## src/rtl/id_ex_stage_if.sv

```systemverilog
// ID-to-EX stage bus: decoded instruction in from ID, selected ALU operands out toward EX.
// master = ID producer / EX consumer side, slave = the id_ex_stage buffer.
interface id_ex_stage_if #(
    parameter int XLEN     = 32,
    parameter int ALU_OP_W = 14,
    parameter int RADDR_W  = 5
);
    logic                id_valid;
    logic                id_ready;
    logic [ALU_OP_W-1:0] id_alu_op;
    logic [XLEN-1:0]     id_pc;
    logic [XLEN-1:0]     id_rj_data;
    logic [XLEN-1:0]     id_rk_data;
    logic [XLEN-1:0]     id_imm;
    logic                id_src1_is_pc;
    logic                id_src2_is_imm;
    logic                id_src2_is_4;
    logic [RADDR_W-1:0]  id_rd;
    logic                id_rf_we;

    logic                ex_valid;
    logic                ex_ready;
    logic [ALU_OP_W-1:0] ex_alu_op;
    logic [XLEN-1:0]     ex_alu_src1;
    logic [XLEN-1:0]     ex_alu_src2;
    logic [XLEN-1:0]     ex_pc;
    logic [RADDR_W-1:0]  ex_rd;
    logic                ex_rf_we;
    logic [1:0]          ex_occupancy;

    modport master (
        output id_valid, id_alu_op, id_pc, id_rj_data, id_rk_data, id_imm,
               id_src1_is_pc, id_src2_is_imm, id_src2_is_4, id_rd, id_rf_we,
               ex_ready,
        input  id_ready, ex_valid, ex_alu_op, ex_alu_src1, ex_alu_src2,
               ex_pc, ex_rd, ex_rf_we, ex_occupancy
    );

    modport slave (
        input  id_valid, id_alu_op, id_pc, id_rj_data, id_rk_data, id_imm,
               id_src1_is_pc, id_src2_is_imm, id_src2_is_4, id_rd, id_rf_we,
               ex_ready,
        output id_ready, ex_valid, ex_alu_op, ex_alu_src1, ex_alu_src2,
               ex_pc, ex_rd, ex_rf_we, ex_occupancy
    );
endinterface

```

## src/rtl/id_ex_stage.sv

```systemverilog
// ID->EX stage: selects ALU operands and holds them in a 2-entry skid buffer, 1-cycle latency.
// Backpressure: id_ready is registered (no path from ex_ready) and drops only while both entries are held.
module id_ex_stage #(
    parameter int XLEN     = 32,
    parameter int ALU_OP_W = 14,
    parameter int RADDR_W  = 5
) (
    input  logic            clk,
    input  logic            rst,
    input  logic            flush,
    id_ex_stage_if.slave    bus
);
    typedef struct packed {
        logic [ALU_OP_W-1:0] alu_op;
        logic [XLEN-1:0]     src1;
        logic [XLEN-1:0]     src2;
        logic [XLEN-1:0]     pc;
        logic [RADDR_W-1:0]  rd;
        logic                rf_we;
    } entry_t;

    typedef enum logic [1:0] {
        EMPTY = 2'd0,
        ONE   = 2'd1,
        FULL  = 2'd2
    } state_t;

    state_t state;
    entry_t main_q;
    entry_t skid_q;
    entry_t in_ent;
    logic   id_ready_q;
    logic   ex_valid;
    logic   in_fire;
    logic   out_fire;

    // Operand muxing is done before the register so EX sees ready-to-use operands.
    always_comb begin
        in_ent        = '0;
        in_ent.alu_op = bus.id_alu_op;
        in_ent.pc     = bus.id_pc;
        in_ent.rd     = bus.id_rd;
        in_ent.rf_we  = bus.id_rf_we;
        in_ent.src1   = bus.id_src1_is_pc ? bus.id_pc : bus.id_rj_data;
        if (bus.id_src2_is_imm)
            in_ent.src2 = bus.id_imm;
        else if (bus.id_src2_is_4)
            in_ent.src2 = XLEN'(4);
        else
            in_ent.src2 = bus.id_rk_data;
    end

    assign ex_valid = (state != EMPTY);
    assign in_fire  = bus.id_valid & id_ready_q;
    assign out_fire = ex_valid & bus.ex_ready;

    always_ff @(posedge clk) begin
        if (rst) begin
            state      <= EMPTY;
            main_q     <= '0;
            skid_q     <= '0;
            id_ready_q <= 1'b1;
        end else if (flush) begin
            state      <= EMPTY;
            id_ready_q <= 1'b1;
        end else begin
            case (state)
                EMPTY: begin
                    if (in_fire) begin
                        main_q <= in_ent;
                        state  <= ONE;
                    end
                end
                ONE: begin
                    if (in_fire && !out_fire) begin
                        skid_q     <= in_ent;
                        state      <= FULL;
                        id_ready_q <= 1'b0;
                    end else if (in_fire && out_fire) begin
                        main_q <= in_ent;
                    end else if (out_fire) begin
                        state <= EMPTY;
                    end
                end
                FULL: begin
                    // id_ready is low here, so only the drain side can move.
                    if (out_fire) begin
                        main_q     <= skid_q;
                        state      <= ONE;
                        id_ready_q <= 1'b1;
                    end
                end
                default: begin
                    state      <= EMPTY;
                    id_ready_q <= 1'b1;
                end
            endcase
        end
    end

    assign bus.id_ready     = id_ready_q;
    assign bus.ex_valid     = ex_valid;
    assign bus.ex_alu_op    = main_q.alu_op;
    assign bus.ex_alu_src1  = main_q.src1;
    assign bus.ex_alu_src2  = main_q.src2;
    assign bus.ex_pc        = main_q.pc;
    assign bus.ex_rd        = main_q.rd;
    assign bus.ex_rf_we     = main_q.rf_we & ex_valid;
    assign bus.ex_occupancy = state;
endmodule

```

## src/flat_wrapper.sv

```systemverilog
// flat-port wrapper written by rule: the top's interface ports become plain ports
module id_ex_stage_flat 
#(
    parameter int XLEN     = 32,
    parameter int ALU_OP_W = 14,
    parameter int RADDR_W  = 5
)
  (clk, rst, flush, bus_id_valid, bus_id_alu_op, bus_id_pc, bus_id_rj_data, bus_id_rk_data, bus_id_imm, bus_id_src1_is_pc, bus_id_src2_is_imm, bus_id_src2_is_4, bus_id_rd, bus_id_rf_we, bus_ex_ready, bus_id_ready, bus_ex_valid, bus_ex_alu_op, bus_ex_alu_src1, bus_ex_alu_src2, bus_ex_pc, bus_ex_rd, bus_ex_rf_we, bus_ex_occupancy);
  id_ex_stage_if #(.XLEN(XLEN), .ALU_OP_W(ALU_OP_W), .RADDR_W(RADDR_W)) bus_i ();
  input  logic clk;
  input  logic rst;
  input  logic flush;
  input wire logic [$bits(bus_i.id_valid)-1:0] bus_id_valid;
  input wire logic [$bits(bus_i.id_alu_op)-1:0] bus_id_alu_op;
  input wire logic [$bits(bus_i.id_pc)-1:0] bus_id_pc;
  input wire logic [$bits(bus_i.id_rj_data)-1:0] bus_id_rj_data;
  input wire logic [$bits(bus_i.id_rk_data)-1:0] bus_id_rk_data;
  input wire logic [$bits(bus_i.id_imm)-1:0] bus_id_imm;
  input wire logic [$bits(bus_i.id_src1_is_pc)-1:0] bus_id_src1_is_pc;
  input wire logic [$bits(bus_i.id_src2_is_imm)-1:0] bus_id_src2_is_imm;
  input wire logic [$bits(bus_i.id_src2_is_4)-1:0] bus_id_src2_is_4;
  input wire logic [$bits(bus_i.id_rd)-1:0] bus_id_rd;
  input wire logic [$bits(bus_i.id_rf_we)-1:0] bus_id_rf_we;
  input wire logic [$bits(bus_i.ex_ready)-1:0] bus_ex_ready;
  output wire logic [$bits(bus_i.id_ready)-1:0] bus_id_ready;
  output wire logic [$bits(bus_i.ex_valid)-1:0] bus_ex_valid;
  output wire logic [$bits(bus_i.ex_alu_op)-1:0] bus_ex_alu_op;
  output wire logic [$bits(bus_i.ex_alu_src1)-1:0] bus_ex_alu_src1;
  output wire logic [$bits(bus_i.ex_alu_src2)-1:0] bus_ex_alu_src2;
  output wire logic [$bits(bus_i.ex_pc)-1:0] bus_ex_pc;
  output wire logic [$bits(bus_i.ex_rd)-1:0] bus_ex_rd;
  output wire logic [$bits(bus_i.ex_rf_we)-1:0] bus_ex_rf_we;
  output wire logic [$bits(bus_i.ex_occupancy)-1:0] bus_ex_occupancy;
  assign bus_i.id_valid = bus_id_valid;
  assign bus_i.id_alu_op = bus_id_alu_op;
  assign bus_i.id_pc = bus_id_pc;
  assign bus_i.id_rj_data = bus_id_rj_data;
  assign bus_i.id_rk_data = bus_id_rk_data;
  assign bus_i.id_imm = bus_id_imm;
  assign bus_i.id_src1_is_pc = bus_id_src1_is_pc;
  assign bus_i.id_src2_is_imm = bus_id_src2_is_imm;
  assign bus_i.id_src2_is_4 = bus_id_src2_is_4;
  assign bus_i.id_rd = bus_id_rd;
  assign bus_i.id_rf_we = bus_id_rf_we;
  assign bus_i.ex_ready = bus_ex_ready;
  assign bus_id_ready = bus_i.id_ready;
  assign bus_ex_valid = bus_i.ex_valid;
  assign bus_ex_alu_op = bus_i.ex_alu_op;
  assign bus_ex_alu_src1 = bus_i.ex_alu_src1;
  assign bus_ex_alu_src2 = bus_i.ex_alu_src2;
  assign bus_ex_pc = bus_i.ex_pc;
  assign bus_ex_rd = bus_i.ex_rd;
  assign bus_ex_rf_we = bus_i.ex_rf_we;
  assign bus_ex_occupancy = bus_i.ex_occupancy;
  id_ex_stage #(.XLEN(XLEN), .ALU_OP_W(ALU_OP_W), .RADDR_W(RADDR_W)) u_core (.clk(clk), .rst(rst), .flush(flush), .bus(bus_i));
endmodule
```

## config.mk

```make
export PLATFORM = sky130hd
export DESIGN_NAME = id_ex_stage_flat
export DESIGN_NICKNAME = d
export VERILOG_FILES = /design/src/rtl/id_ex_stage_if.sv /design/src/rtl/id_ex_stage.sv /design/src/flat_wrapper.sv
export SDC_FILE = /design/constraint.sdc
export NUM_CORES = 1
export LEC_CHECK = 0
export ABC_AREA = 1
export CAP_MARGIN = 20
export CELL_PAD_IN_SITES_DETAIL_PLACEMENT = 1
export CELL_PAD_IN_SITES_GLOBAL_PLACEMENT = 2
export CORE_MARGIN = 4
export CORE_UTILIZATION = 27
export CTS_BUF_LIST = sky130_fd_sc_hd__clkbuf_4
export DETAILED_ROUTE_END_ITERATION = 8
export PLACE_DENSITY_LB_ADDON = 0.1
export SLEW_MARGIN = 10
export SYNTH_ARGS = -nofsm -noshare
export SYNTH_HDL_FRONTEND = slang
export SYNTH_SLANG_ARGS = --single-unit
```

## constraint.sdc

```tcl
create_clock -name clk -period 1.7 [get_ports clk]
set_clock_uncertainty 0.1 [all_clocks]
set_input_delay 0.34 -clock clk [delete_from_list [all_inputs] [get_ports clk]]
set_output_delay 0.34 -clock clk [all_outputs]
set_load 0.01 [all_outputs]
```

Word level (Yosys, flattened, before mapping)
Cells that the tools add are included.
- equal/unequal tests: 9
- muxes and demuxes: 17
- bitwise operators: 5
- reductions and logical operators: 11
- operators with widths (cell ; number):
    $mux 116 ; 4
    $pmux 116 s3 ; 1
    $mux 32 ; 3
    $mux 2 ; 5
    $ne 2x1->1 const B ; 4
    $pmux 2 s3 ; 1
    $reduce_and 3->1 ; 2
    $reduce_and 6->1 ; 1
    $reduce_and 4->1 ; 1
    $and 1x1->1 ; 3
    $ne 3x1->1 const B ; 1
    $ne 3x2->1 const B ; 1
    $pmux 1 s3 ; 1
    $reduce_bool 3->1 ; 1
    $eq 2x1->1 const B ; 1
    $eq 2x2->1 const B ; 1
    $logic_and 1x1->1 ; 2
    $logic_not 2->1 ; 1
    $mux 1 ; 2
    $ne 2x2->1 const B ; 1
    $not 1->1 ; 2
    $reduce_bool 2->1 ; 1
    $reduce_or 2->1 ; 1
    $logic_not 1->1 ; 1
- bits in registers: 235
- input bits: 156
- output and inout bits: 120
- logic and storage cells: 56

Logic depth before layout (Yosys ltp)
- depth in word-level cells: 6
- depth in mapped cells: 10
- mapped depth without buffers: 8

Least setup slack after synthesis
OpenSTA, ideal clock, no wires.
- path kind: register to register
- from: register u_core.state[1] (netlist: u_core.bus.ex_occupancy[1])
- to: register u_core.main_q (netlist bit u_core.bus.ex_alu_src1[0])
- setup time: 0.113 ns
- arrival time: 1.426 ns
- required time: 1.487 ns
- setup slack: 0.061 ns
- cell stages (with the launch flop): 9
- buffers on the path: 3
- clock period less this slack: 1.639 ns
- cells stage by stage: dfxtp_1 -> buf_2 -> inv_2 -> nor2_2 -> buf_2 -> buf_2 -> o21ai_0 -> nor2_1 -> nor2_1
- longest elaborated chain between the ends: 6
- elaborated cells between the ends (all ways): 15
- those cells by class: 6 x eq/ne; 1 x mux; 1 x bitwise; 7 x reduce/logical
- RTL lines (element ; line ; RTL):
    from (decl) ; id_ex_stage.sv:28 ; state_t state;
    from (signal assigned) ; id_ex_stage.sv:59 ; state <= EMPTY;
    from (signal assigned) ; id_ex_stage.sv:64 ; state <= EMPTY;
    from (signal assigned) ; id_ex_stage.sv:71 ; state <= ONE;
    $reduce_bool 2->1 ; id_ex_stage.sv:53 ; assign ex_valid = (state != EMPTY);
    $and 1x1->1 ; id_ex_stage.sv:55 ; assign out_fire = ex_valid & bus.ex_ready;
    $logic_not 1->1 ; id_ex_stage.sv:75 ; if (in_fire && !out_fire) begin
    $logic_and 1x1->1 ; id_ex_stage.sv:75 ;
    $ne 2x2->1 (no source line) ; n/a ;
    $reduce_and 6->1 (no source line) ; n/a ;
    to (signal assigned) ; id_ex_stage.sv:70 ; main_q <= in_ent;
    to (signal assigned) ; id_ex_stage.sv:80 ; main_q <= in_ent;
    to (signal assigned) ; id_ex_stage.sv:88 ; main_q <= skid_q;
    to (decl) ; id_ex_stage.sv:29 ; entry_t main_q;
Parallel ways exist; a longest one is shown, timed or not.
A chain may end at the register's enable or synchronous reset.

Worst setup path in the final report
- from: register u_core.state[1] (netlist: u_core.bus.ex_occupancy[1])
- to: output bus_ex_rf_we
- longest elaborated chain between the ends: 2
- RTL lines (element ; line ; RTL):
    $reduce_bool 2->1 ; id_ex_stage.sv:53 ;
    $and 1x1->1 ; id_ex_stage.sv:108 ; assign bus.ex_rf_we = main_q.rf_we & ex_valid;
    to (decl) ; flat_wrapper.sv:32 ; output wire logic [$bits(bus_i.ex_rf_we)-1:0] bus_ex_rf_we;
Every way passes these cells.

==> flow_metrics.env <==
export IMPL_status="finished with violations"
export IMPL_violations="setup timing"
export IMPL_port_buffers=275
export IMPL_fin_crit_ns=1.90
export IMPL_globalRouteMet1Util_pct=24.8
export IMPL_clock_latency_ns=0.77
export IMPL_synth_area_sq_um=12900
export IMPL_start_kind="register"
export IMPL_drive_gt1_share_pct=31.7
export IMPL_grt_util_met2_pct=30.6
export IMPL_track_usage_pct=18.8
export IMPL_leakagePower_uw=0.0104
export IMPL_die_area_sq_um=51400
export IMPL_maxSlewViolCount=0
export IMPL_netlist_instances=2221
export IMPL_maxCapViolations=0
export IMPL_postPlaceCellArea_sq_um=16300
export IMPL_gr_total_overflow=0
export IMPL_htreeDepth=3
export IMPL_cts_root_buf="clkbuf_4"
export IMPL_ys_seq_area_share_pct=36.4
export IMPL_route_detailed_drc=0
export IMPL_async_reset_ff_share_pct=0
export IMPL_yosys_register_bits=235
export IMPL_antenna_found_initial=8
export IMPL_vdd_drop_max_mv=0.383
export IMPL_drt_pass1_iterations=4
export IMPL_hold_path_class="in2reg"
export IMPL_synth_distinct_cells=16
export IMPL_cp_required_ns=1.26
export IMPL_tightest_slew_ns=0.623
export IMPL_post_route_period_util_pct=112
export IMPL_rsz0062_at_grt="true"
export IMPL_synth_top_area_share_pct=36.4
export IMPL_arrival_ns=1.46
export IMPL_fp_dieW_microns=227
export IMPL_syn_to_final_growth_pct=55.5
export IMPL_n_fill_cell=5953
export IMPL_fp_dieH_microns=227
export IMPL_grt_pass1_wl_microns=76000
export IMPL_use_met3_pct=5.11
export IMPL_grt_max_degree=47
export IMPL_whs_ns=0.107
export IMPL_drt_wl_total_microns=54300
export IMPL_maxSlewHeadroom_pct=58.0
export IMPL_crit_slowest_cell="dfxtp_4"
export IMPL_cts_made_buffers=75
export IMPL_initial_core_util_pct=27.5
export IMPL_dpl_worst_slack_ns=-0.441
export IMPL_cts_tree="built"
export IMPL_tns_ns=-11.54
export IMPL_first_global_vias=13700
export IMPL_place_detailed_hpwl_microns=33000
export IMPL_wire_per_inst_microns=17.1
export IMPL_synthesis_nets=2377
export IMPL_vias_per_cell=4.34
export IMPL_num_vias=13800
export IMPL_fin_area_sq_um=20100
export IMPL_cts_clk_slew_worst_paths_ns=0.06
export IMPL_nNetsFinal=2678
export IMPL_synth_most_common_cell="nand2_1"
export IMPL_worstPathCellList="nor2_4 > nor2_1 > buf_2"
export IMPL_crit_type="reg2out"
export IMPL_clock_sinks=235
export IMPL_grt_busiest_layer="met2"
export IMPL_io_pins=276
export IMPL_synth_edf_count=0
export IMPL_endpoint_kind="output pin"
export IMPL_gp_congestion=0.784
export IMPL_postRouteAntennaNets=0
export IMPL_critical_path_max_stage_delay_ns=0.37
export IMPL_crit_buf_inv=1
export IMPL_yosysWarningCount=0
export IMPL_p_per_area_nw_per_um2=787
export IMPL_synth_area_top_cells="dfxtp_1, nand2_1, nor2_1"
export IMPL_setup_slack_ns=-0.197
export IMPL_max_freq_mhz=527
export IMPL_critPathMaxFanout=4
export IMPL_synthFlopType="dfxtp_1"
export IMPL_rows=79
export IMPL_ys_top_cells_by_count="nand2_1, nor2_1, inv_1"
export IMPL_hold_viol=0
export IMPL_clockBufferDepth=3
export IMPL_core_area_sq_um=47000
export IMPL_yosysTopAreaCell="dfxtp_1"
export IMPL_reg2reg_slack_ns=-0.16
export IMPL_initialDrtViolationCount=453
export IMPL_syn_area_per_cell_sq_um=5.81
export IMPL_cp_top_family="flip-flops"
export IMPL_finalSetupViolCount=158
## metal layers
layer / up-vias / routed length, microns
li1: 7015 / -
met2: 242 / 25900
met3: 79 / 2700
met5: - / 69
met1: 6432 / 24600
met4: 10 / 986
## final cells by class
class | count | area [sq um] | share of cell area, %
Antenna cell | 5 | 12.5 | 0.0623
Clock buffer | 108 | 811 | 4.04
Clock inverter | 12 | 103 | 0.511
Inverter | 309 | 1170 | 5.84
Multi-Input combinational cell | 1438 | 6690 | 33.3
Sequential cell | 235 | 4860 | 24.2
Tap cell | 607 | 759 | 3.78
Timing Repair Buffer | 463 | 5670 | 28.2
## timing repair
item / 4_1_cts / 5_1_grt
setup endpoints to repair: 289 / 346
resized for setup: 776 / 364
hold buffers: 1 / 0
cloned: 9 / 38
buffers inserted: 14 / 21
hold endpoints to repair: 1 / 0
pin swaps: 6 / 103
## kinds of logic (layout without fill, tap and decap cells)
family,count (synthesis),in the layout,synth area share [%]
simple gates,1367,1367,41.0
buf+inv,548,892,19.8
flops,235,235,36.4
compound gates,71,71,2.77
other cells,0,5,0
## state kept, by name, summed over array words and instances (netlist names)
| register | flops |
|---|---|
| u_core.skid_q | 116 |
| u_core.bus.ex_alu_src1 | 32 |
| u_core.bus.ex_alu_src2 | 32 |
| u_core.bus.ex_pc | 32 |
| u_core.bus.ex_alu_op | 14 |
| u_core.bus.ex_rd | 5 |
| u_core.bus.ex_occupancy | 2 |
| u_core.bus.id_ready | 1 |
| u_core.main_q | 1 |
## worst register-to-register path, cell delays in order (launching register included)
cell and delay (ns):
dfxtp_4 0.37, buf_6 0.14, buf_12 0.12, nor2_4 0.11, nand2_2 0.10, nand4_1 0.10, buf_6 0.16, buf_6 0.11
buf_6 0.11, clkbuf_16 0.17, nand2_2 0.05, nand2_1 0.05, nor2_1 0.04
## power by group
| part | total (uW) | leakage, uW | internal, uW | switching, uW |
|---|---|---|---|---|
| logic | 3780 | 0.00787 | 1880 | 1900 |
| clock network | 5890 | 0.000544 | 3170 | 2720 |
| registers | 6130 | 0.00196 | 5880 | 244 |
## placed cells by master, fill, tap and decap left out, types with 21 or more instances in the layout
| cell | synthesis | routed |
|---|---|---|
| nand2_1 | 836 | 685 |
| nor2_1 | 438 | 384 |
| inv_1 | 305 | 287 |
| clkdlybuf4s50_1 | 0 | 154 |
| buf_6 | 0 | 142 |
| dfxtp_1 | 235 | 117 |
| dfxtp_2 | 0 | 114 |
| clkbuf_4 | 0 | 108 |
| nand2_2 | 0 | 102 |
| buf_4 | 115 | 79 |
| nand2_4 | 0 | 49 |
| o21ai_0 | 67 | 42 |
| nor2_2 | 2 | 41 |
| buf_12 | 0 | 38 |
| nand3_1 | 58 | 36 |
| nand4_1 | 33 | 33 |
| clkbuf_16 | 0 | 31 |
| nand3_2 | 0 | 21 |
## worst paths after layout
check,cells after the start,start,to
min reg2reg,2,u_core.bus.ex_pc[17],u_core.bus.ex_pc[17]
max,3,u_core.bus.ex_occupancy[1],bus_ex_rf_we
min,3,bus_id_alu_op[13],u_core.skid_q[115]
max reg2reg,12,u_core.bus.ex_occupancy[1],u_core.bus.ex_alu_src1[26]
## metrics by stage
stage | power, uW | util [%] | std cells
after global routing | 16700 | 42.8 | 3176
final | 15800 | 42.8 | 3177
after detailed placement | 9050 | 34.7 | 2976
after global placement | 9000 | 34.7 | 2976
after floorplan | 7750 | - | 2221
after CTS | 15400 | 38.4 | 3120
No activity file was read; power rests on OpenSTA's default activity.
